File: config.mk
export PLATFORM = sky130hd
export DESIGN_NAME = param_code_lock
export DESIGN_NICKNAME = d
export VERILOG_FILES = /design/src/rtl/param_code_lock.sv
export SDC_FILE = /design/constraint.sdc
export NUM_CORES = 1
export LEC_CHECK = 0
export CAP_MARGIN = 20
export CORE_MARGIN = 2
export CORE_UTILIZATION = 59
export CTS_CLUSTER_DIAMETER = 40
export DETAILED_ROUTE_END_ITERATION = 12
export MAX_ROUTING_LAYER = met4
export PLACE_DENSITY = 0.79
export SYNTH_ARGS = -nofsm -noshare
export SYNTH_HDL_FRONTEND = slang
export SYNTH_SLANG_ARGS = --single-unit
File: constraint.sdc
create_clock -name clk -period 3 [get_ports clk]
set_input_delay 0.6 -clock clk [delete_from_list [all_inputs] [get_ports clk]]
set_output_delay 0.6 -clock clk [all_outputs]
set_load 0.1 [all_outputs]
File: src/rtl/param_code_lock.sv
// Parametrised keypad code lock: N-digit user code, M-digit super code,
// two-pass code change, wrong-attempt lockout and inter-key timeout.
module param_code_lock #(
  parameter int unsigned                 PW_LEN         = 4,
  parameter int unsigned                 SUPER_LEN      = 6,
  parameter logic [PW_LEN*4-1:0]         DEFAULT_PW     = 16'h1234,
  parameter logic [SUPER_LEN*4-1:0]      SUPER_PW       = 24'h230419,
  parameter int unsigned                 MAX_WRONG      = 3,
  parameter int unsigned                 OPEN_CYCLES    = 3,
  parameter int unsigned                 LOCK_CYCLES    = 3,
  parameter int unsigned                 TIMEOUT_CYCLES = 16
) (
  input  logic                               clk,
  input  logic                               clr_n,
  input  logic                               key_valid,
  input  logic [3:0]                         din,
  input  logic                               cancel,
  input  logic                               confirm,
  output logic                               unlock_ok,
  output logic                               locking,
  output logic                               reset_ok,
  output logic                               err_pulse,
  output logic [$clog2(MAX_WRONG+1)-1:0]     wrong_cnt,
  output logic [3:0]                         digit_cnt
);

  localparam int unsigned PW_W    = PW_LEN * 4;
  localparam int unsigned BUF_W   = SUPER_LEN * 4;
  localparam int unsigned WC_W    = $clog2(MAX_WRONG + 1);
  localparam int unsigned TMR_MAX = (OPEN_CYCLES > LOCK_CYCLES) ? OPEN_CYCLES : LOCK_CYCLES;
  localparam int unsigned TMR_W   = $clog2(TMR_MAX + 1);
  localparam int unsigned IDLE_W  = $clog2(TIMEOUT_CYCLES);
  localparam int unsigned OVF_CNT = SUPER_LEN + 1;

  typedef enum logic [2:0] {
    S_IDLE   = 3'd0,
    S_OPEN   = 3'd1,
    S_LOCKED = 3'd2,
    S_NEW1   = 3'd3,
    S_NEW2   = 3'd4
  } state_t;

  state_t             state;
  logic [BUF_W-1:0]   ent_buf;
  logic [PW_W-1:0]    user_pw;
  logic [PW_W-1:0]    cand_pw;
  logic [TMR_W-1:0]   tmr;
  logic [IDLE_W-1:0]  idle_cnt;

  logic               key_digit_c;
  logic               tmo_active_c;
  logic               tmo_hit_c;
  logic               len_pw_c;
  logic               len_super_c;
  logic [3:0]         cnt_inc_c;
  logic [BUF_W-1:0]   buf_shift_c;

  // Decode the strobe: confirm beats cancel beats digit; only 0..9 are digits.
  assign key_digit_c  = key_valid && !confirm && !cancel && (din <= 4'd9);
  // Partial entry is subject to the inter-key timeout.
  assign tmo_active_c = ((state == S_IDLE) && (digit_cnt != 4'd0)) ||
                        (state == S_NEW1) || (state == S_NEW2);
  assign tmo_hit_c    = tmo_active_c && !key_valid &&
                        (idle_cnt == IDLE_W'(TIMEOUT_CYCLES - 1));
  assign len_pw_c     = (digit_cnt == 4'(PW_LEN));
  assign len_super_c  = (digit_cnt == 4'(SUPER_LEN));
  // Digit count saturates one past the super length to mark overflow.
  assign cnt_inc_c    = (digit_cnt == 4'(OVF_CNT)) ? digit_cnt : digit_cnt + 4'd1;
  assign buf_shift_c  = {ent_buf[BUF_W-5:0], din};

  // Lock state machine with registered outputs, entry buffer and timers.
  always_ff @(posedge clk or negedge clr_n) begin
    if (!clr_n) begin
      state     <= S_IDLE;
      unlock_ok <= 1'b0;
      locking   <= 1'b0;
      reset_ok  <= 1'b0;
      err_pulse <= 1'b0;
      wrong_cnt <= '0;
      digit_cnt <= '0;
      ent_buf   <= '0;
      user_pw   <= DEFAULT_PW;
      cand_pw   <= '0;
      tmr       <= '0;
      idle_cnt  <= '0;
    end else begin
      reset_ok  <= 1'b0;
      err_pulse <= 1'b0;

      if (key_valid || !tmo_active_c || tmo_hit_c) begin
        idle_cnt <= '0;
      end else begin
        idle_cnt <= idle_cnt + IDLE_W'(1);
      end

      case (state)
        S_IDLE: begin
          if (tmo_hit_c) begin
            ent_buf   <= '0;
            digit_cnt <= '0;
          end else if (key_valid && confirm) begin
            ent_buf   <= '0;
            digit_cnt <= '0;
            if (len_pw_c && (ent_buf[PW_W-1:0] == user_pw)) begin
              state     <= S_OPEN;
              unlock_ok <= 1'b1;
              tmr       <= '0;
              wrong_cnt <= '0;
            end else if (len_super_c && (ent_buf == SUPER_PW)) begin
              state     <= S_NEW1;
              wrong_cnt <= '0;
            end else begin
              err_pulse <= 1'b1;
              if (wrong_cnt == WC_W'(MAX_WRONG - 1)) begin
                state     <= S_LOCKED;
                locking   <= 1'b1;
                tmr       <= '0;
                wrong_cnt <= '0;
              end else begin
                wrong_cnt <= wrong_cnt + WC_W'(1);
              end
            end
          end else if (key_valid && cancel) begin
            ent_buf   <= '0;
            digit_cnt <= '0;
          end else if (key_digit_c) begin
            ent_buf   <= buf_shift_c;
            digit_cnt <= cnt_inc_c;
          end
        end

        S_OPEN: begin
          if (tmr == TMR_W'(OPEN_CYCLES - 1)) begin
            state     <= S_IDLE;
            unlock_ok <= 1'b0;
            tmr       <= '0;
          end else begin
            tmr <= tmr + TMR_W'(1);
          end
        end

        S_LOCKED: begin
          if (tmr == TMR_W'(LOCK_CYCLES - 1)) begin
            state   <= S_IDLE;
            locking <= 1'b0;
            tmr     <= '0;
          end else begin
            tmr <= tmr + TMR_W'(1);
          end
        end

        S_NEW1: begin
          if (tmo_hit_c) begin
            state     <= S_IDLE;
            ent_buf   <= '0;
            digit_cnt <= '0;
          end else if (key_valid && confirm) begin
            ent_buf   <= '0;
            digit_cnt <= '0;
            if (len_pw_c) begin
              cand_pw <= ent_buf[PW_W-1:0];
              state   <= S_NEW2;
            end else begin
              err_pulse <= 1'b1;
              state     <= S_IDLE;
            end
          end else if (key_valid && cancel) begin
            state     <= S_IDLE;
            ent_buf   <= '0;
            digit_cnt <= '0;
          end else if (key_digit_c) begin
            ent_buf   <= buf_shift_c;
            digit_cnt <= cnt_inc_c;
          end
        end

        S_NEW2: begin
          if (tmo_hit_c) begin
            state     <= S_IDLE;
            ent_buf   <= '0;
            digit_cnt <= '0;
          end else if (key_valid && confirm) begin
            state     <= S_IDLE;
            ent_buf   <= '0;
            digit_cnt <= '0;
            if (len_pw_c && (ent_buf[PW_W-1:0] == cand_pw)) begin
              user_pw  <= cand_pw;
              reset_ok <= 1'b1;
            end else begin
              err_pulse <= 1'b1;
            end
          end else if (key_valid && cancel) begin
            state     <= S_IDLE;
            ent_buf   <= '0;
            digit_cnt <= '0;
          end else if (key_digit_c) begin
            ent_buf   <= buf_shift_c;
            digit_cnt <= cnt_inc_c;
          end
        end

        default: begin
          state <= S_IDLE;
        end
      endcase
    end
  end

endmodule

; Yosys cells after proc, flatten, opt, wreduce, memory -nomap -nowiden
; Index checks and enable logic that the tools add are counted.
[word_totals]
reg_bits = 75
inputBits = 9
output_inout_bits = 10
elab_cells = 139
[op_classes]
n_addsub = 4
n_lt_le_gt_ge = 1
n_eq_ne = 26
n_mux = 59
bitwise_logic = 1
n_reduce_logical = 36
[op_table]
columns = cell, count
row1 = two-way mux 24 bit, 4
row2 = two-way mux 3 bit, 12
row3 = equality test 16 bit, 2
row4 = "equality test 24 x 22 -> 1 bit, second input constant", 1
row5 = two-way mux 4 bit, 6
row6 = two-way mux 1 bit, 23
row7 = two-way mux 2 bit, 9
row8 = "equality test 4 x 3 -> 1 bit, second input constant", 3
row9 = case mux 3 bit (4 select lines), 1
row10 = AND reduction 4 bit, 3
row11 = logical AND 1 bit, 11
row12 = "!= test 2 bit, second input constant", 5
row13 = AND reduction 5 bit, 2
row14 = "adder 4 x 1 -> 4 bit, second input constant", 2
row15 = "!= test 2 x 1 -> 1 bit, second input constant", 4
row16 = nonzero test 4 bit, 2
row17 = AND reduction 7 bit, 1
row18 = "equality test 3 x 2 -> 1 bit, second input constant", 2
row19 = AND reduction 3 bit, 2
row20 = nonzero test 2 bit, 3
row21 = "adder 2 x 1 -> 2 bit, second input constant", 2
row22 = "equality test 2 bit, second input constant", 2
row23 = "equality test 4 bit, second input constant", 1
row24 = "less-or-equal comparator 4 bit, second input constant", 1
row25 = 16 further kinds, 23

; Longest topological paths before layout
; Gate-level depths: netlist of run 1.
[logic_depth]
ltp_word = 8
depth_mapped = 9
depth_no_buf = 8

; Least setup slack after synthesis of run 1
; No wires, ideal clock.
[synth_timing]
kind = register to register
from = reg digit_cnt[2]
to = reg user_pw[10]
setup_time_ps = 125
arrival_ps = 2892
t_required_ps = 2875
slack_ps = -17
path_stages_with_launch = 8
n_path_buf = 1
synth_period_minus_slack_ps = 3017
path_cell_list = dfrtp_1 -> and2b_2 -> nand2_2 -> or4_1 -> or3_4 -> nor2_8 -> buf_12 -> mux2_4
[synth_via]
elab_chain_len = 8
word_cells_on_any_way = 10
cone_classes = eq/ne: 1 / bitwise: 1 / reduce/logical: 8
[synth_rtl]
columns = element, line_no
row1 = start: declaration, 24  ; output logic [3:0] digit_cnt
row2 = start signal: assignment, 128  ; digit_cnt <= cnt_inc_c;
row3 = start signal: assignment, 173  ; digit_cnt <= cnt_inc_c;
row4 = start signal: assignment, 198  ; digit_cnt <= cnt_inc_c;
row5 = nonzero test 4 bit, 61  ; assign tmo_active_c = ((state == S_IDLE) && (digit_cnt != 4'd0)) ||
row6 = logical AND 1 bit, 61
row7 = logical OR 1 bit, 61
row8 = logical OR 1 bit, 62  ; (state == S_NEW1) || (state == S_NEW2);
row9 = logical AND 1 bit (2 in a row), 63  ; assign tmo_hit_c = tmo_active_c && !key_valid &&
row10 = inverter 1 bit (no source line), --
row11 = AND reduction 4 bit (no source line) (*), --
row12 = end signal: assignment, 187  ; user_pw <= cand_pw;
row13 = end: declaration, 45  ; logic [PW_W-1:0] user_pw;
; Mark *: on every way between the ends. The rest lies on a longest branch, timed or not.
; A chain may end at the register's enable or synchronous reset.

; Worst setup path in the final report of run 1
[layout_timing]
from = reg digit_cnt[3]
to = reg user_pw[15]
; Same word-level chain as after synthesis.

==> results.md, run 1 <==
- H-tree levels: 3
- Worst Path Max Fanout: 16
- Met1 wire length: roughly 3.3 mm
- Initial antenna violation count: 0
- Minimum clock period: around 2.7 ns
- CP Launch Type: register
- GRT Residual Overflow: 0
- Setup total negative slack: 0 ns
- Placeable Area: 0.00592 mm²
- Status: complete, no violations
- Reg2reg path depth: 6
- Switch Pwr: about 1.2 mW
- Nets: 340
- Combinational Power Share: 0.308
- Max-slew violations: 0
- Internal: a little over 2 mW
- Peak Freq: approximately 370 MHz
- Synthesis-stage register bit count: 75
- Total of max-cap violations: 0
- I/O pin count: 19
- Setup Crit Path Kind: reg -> reg
- Area Growth Syn to Fin: 14.4%
- Routed met3 length: ~360 µm
- Relative slew slack: 0.377
- Antenna Cells: 0
- Initial DRC count: 139
- Post-synth EDFFs: 0
- Worst Setup Slack, final: between 0.3 and 0.4 ns
- Skew-Pair Late Insertion Delay: between 0.3 and 0.4 ns
- Post-route DRC: 0
- Netlist cell types: 45
- Gpl congestion: ~0.83
- Worst slew pin tran: a little over 0.9 ns
- # setup viols final: 0
- Hold/Removal Path Class: in -> async
- Largest net degree at the start of global routing: 76
- Fill count: 444
- Sequential share of power: 0.402
- Top cell type's share of synthesized area: 0.484
- Via density: ~6
- Syn Std Cell Area: about 0.0036 mm²
- Register area share after synthesis: 0.521
- Routed vias: about 2500
- Cts hold-fix bufs: 0
- Antenna viol nets, final: 0
- CTS sink cnt: 75
- Drt pass-1 iters: 4
- # rows: 28
- Top sig layer: met4
- WP data required: roughly 3.2 ns
- CTS tree: done
- Worst r2r dst: user_pw[15]$_DFFE_PN0P_
- R2R Path Start: digit_cnt[3]$_DFFE_PN0P_
- Dpl hpwl: 5.06 mm
- Vias in the first global route: 2452
- Met2 routed WL: between 3 and 4 mm
- Pre-CTS setup slack: around 0.26 ns
- Average size of a mapped cell: roughly 12 µm²
- Die area: slightly below 0.007 mm²
- Final hold vios: 0
- Crit path DAT: slightly below 3 ns
- Main synth FF type: dfrtp_1
- Initial Util: 0.611
- Net Sw Frac: 0.375
- Unrepaired setup endpoints after global routing: false
- Clk_skew: about 0.0086 ns
- Die Y: ~80 µm
- Clk slew on worst S/H paths: around 0.080 ns
- Final period utilization: 0.895
- Global Route Usage Sum: 0.248
- Area leader, netlist: dfrtp_1
- Synth area leaders: dfrtp_1, a22o_1, mux2_2
- Leak: about 2 nW
- Clk network pwr share: 0.290
- Power Dens Cells: around 780 mW/mm²
- VDD IR-drop max: 0.591 mV
- Syn nets: between 300 and 400
- DRT Wirelength: roughly 7.5 mm
- # resized after CTS: 0
- Layout cells sized above 1: 0.247
- Clock root cell: clkbuf_8
- Die X: about 82 µm
- Synthesized instance count: 300
- Synth async-reset ratio: 1.00
- Crit. End Element: register
- I/O Buffers: 18
- Setup bufs post-CTS: 0
- Longest Clk Path Bufs: 2
- Global-route wire length before repair: 11.9 mm
- Synth Warn #: 0
- TritonCTS Buffers: 9
- R2r setup slk: 0.31 ns
- Post-detailed-route wirelength per cell: roughly 18 µm
==> logic make-up after synthesis <==
logic type,synth area share
AO/OA/AOI/OAI,0.131
flip-flops,0.521
XOR/XNOR,0.0847
multiplexers,0.110
adder cells (fa/ha/maj),0.0138
AND/OR/NAND/NOR,0.117
buffers and inverters,0.0225
==> how the worst max path moves through the flow <==
stage / startpoint / endpoint / slack [ns]
after floorplan: digit_cnt[1]$_DFFE_PN0P_ / ent_buf[0]$_DFFE_PN0P_ / 0.07
after global routing: digit_cnt[0]$_DFFE_PN0P_ / user_pw[15]$_DFFE_PN0P_ / 0.24
after CTS: digit_cnt[0]$_DFFE_PN0P_ / user_pw[15]$_DFFE_PN0P_ / 0.33
after detailed placement: key_valid / digit_cnt[1]$_DFFE_PN0P_ / 0.26
final: digit_cnt[3]$_DFFE_PN0P_ / user_pw[15]$_DFFE_PN0P_ / 0.31
after global placement: key_valid / digit_cnt[1]$_DFFE_PN0P_ / 0.27
==> Yosys cell counts (all sizes together), types with 2 or more instances <==
cell,instances
nand2b,2
and2,2
inv,6
nor4bb,2
xor2,22
o221ai,3
xnor2,13
a32oi,3
dfrtp,70
or3,5
nor3,7
mux2,32
a21oi,11
ha,4
a31oi,2
nand3,4
nand3b,2
nand4,6
dfstp,5
clkbuf,9
o21ai,5
nor4b,3
nor4,4
a22o,29
or4,2
nor2,19
nand2,12
a21o,2
nor2b,2
buf,2
==> metal layers <==
metal,vias up,global-route usage
li1,1156,-
met5,-,-
met4,0,0.107
met3,17,0.0565
met1,1241,0.304
met2,76,0.398
==> critical path, stage by stage (launching register included) <==
cell     delay (ns)
dfrtp_1        0.45
and2b_2        0.29
nand2_2        0.11
or4_1          0.55
or3_4          0.43
nor2_8         0.35
mux2_2         0.39
==> final cells by class <==
class	count	area, µm²	area share
Sequential cell	75	1890	0.456
Multi-Input combinational cell	208	1670	0.403
Timing Repair Buffer	27	228	0.0550
Clock buffer	10	128	0.0308
Clock inverter	6	113	0.0272
Tap cell	75	93.8	0.0227
Inverter	6	22.5	0.00544
==> state kept, by name, summed over array words and instances, names as in the netlist <==
name       count
err_pulse      1
user_pw       16
digit_cnt      4
state          3
tmr            2
locking        1
reset_ok       1
unlock_ok      1
wrong_cnt      2
ent_buf       24
idle_cnt       4
cand_pw       16
==> power groups by stage <==
| stage | logic (mW) | registers [mW] | clock network [mW] |
|---|---|---|---|
| after floorplan | 0.450 | 1.58 | 0 |
| after global placement | 0.974 | 1.32 | 0 |
| after detailed placement | 0.988 | 1.32 | 0 |
| after CTS | 0.996 | 1.31 | 0.951 |
| after global routing | 1.08 | 1.33 | 0.987 |
| final | 1.00 | 1.31 | 0.940 |
==> per-stage QoR <==
step / utilization / cells / area, µm² / power, mW / hold slack, ns
after floorplan: - / 300 / 3620 / 2.03 / 0.304
after global placement: 0.656 / 390 / 3880 / 2.29 / 0.451
after detailed placement: 0.656 / 390 / 3880 / 2.31 / 0.477
after CTS: 0.696 / 406 / 4120 / 3.25 / 0.412
after global routing: 0.699 / 407 / 4140 / 3.39 / 0.458
final: 0.699 / 407 / 4140 / 3.25 / 0.386
==> layout by cell type, fill, tap and decap left out, types with 7 or more instances in the layout <==
master / n
a21oi_1: 10
mux2_4: 10
a22o_1: 29
xnor2_1: 13
mux2_2: 22
nor2_1: 18
xor2_1: 22
clkdlybuf4s50_1: 7
dfrtp_1: 68
buf_4: 19
clkbuf_8: 9
nand2_1: 11
Power figures use the tool's default switching activity.
==> run 2, diff against run 1 <==
--- a/config.mk
+++ b/config.mk
@@ -10,6 +10,8 @@
 export CORE_UTILIZATION = 59
 export CTS_CLUSTER_DIAMETER = 40
 export DETAILED_ROUTE_END_ITERATION = 12
+export GPL_ROUTABILITY_DRIVEN = 0
+export HOLD_SLACK_MARGIN = 0.08
 export MAX_ROUTING_LAYER = met4
 export PLACE_DENSITY = 0.79
 export SYNTH_ARGS = -nofsm -noshare
==> results of run 2 <==
The final DEF is identical to that of run 1; final timing and power are the same.
==> run 3, diff against run 2 <==
--- a/config.mk
+++ b/config.mk
@@ -14,6 +14,7 @@
 export HOLD_SLACK_MARGIN = 0.08
 export MAX_ROUTING_LAYER = met4
 export PLACE_DENSITY = 0.79
+export SKIP_LAST_GASP = 1
 export SYNTH_ARGS = -nofsm -noshare
 export SYNTH_HDL_FRONTEND = slang
 export SYNTH_SLANG_ARGS = --single-unit
==> results of run 3 <==
The final DEF is identical to that of run 1; final timing and power are the same.
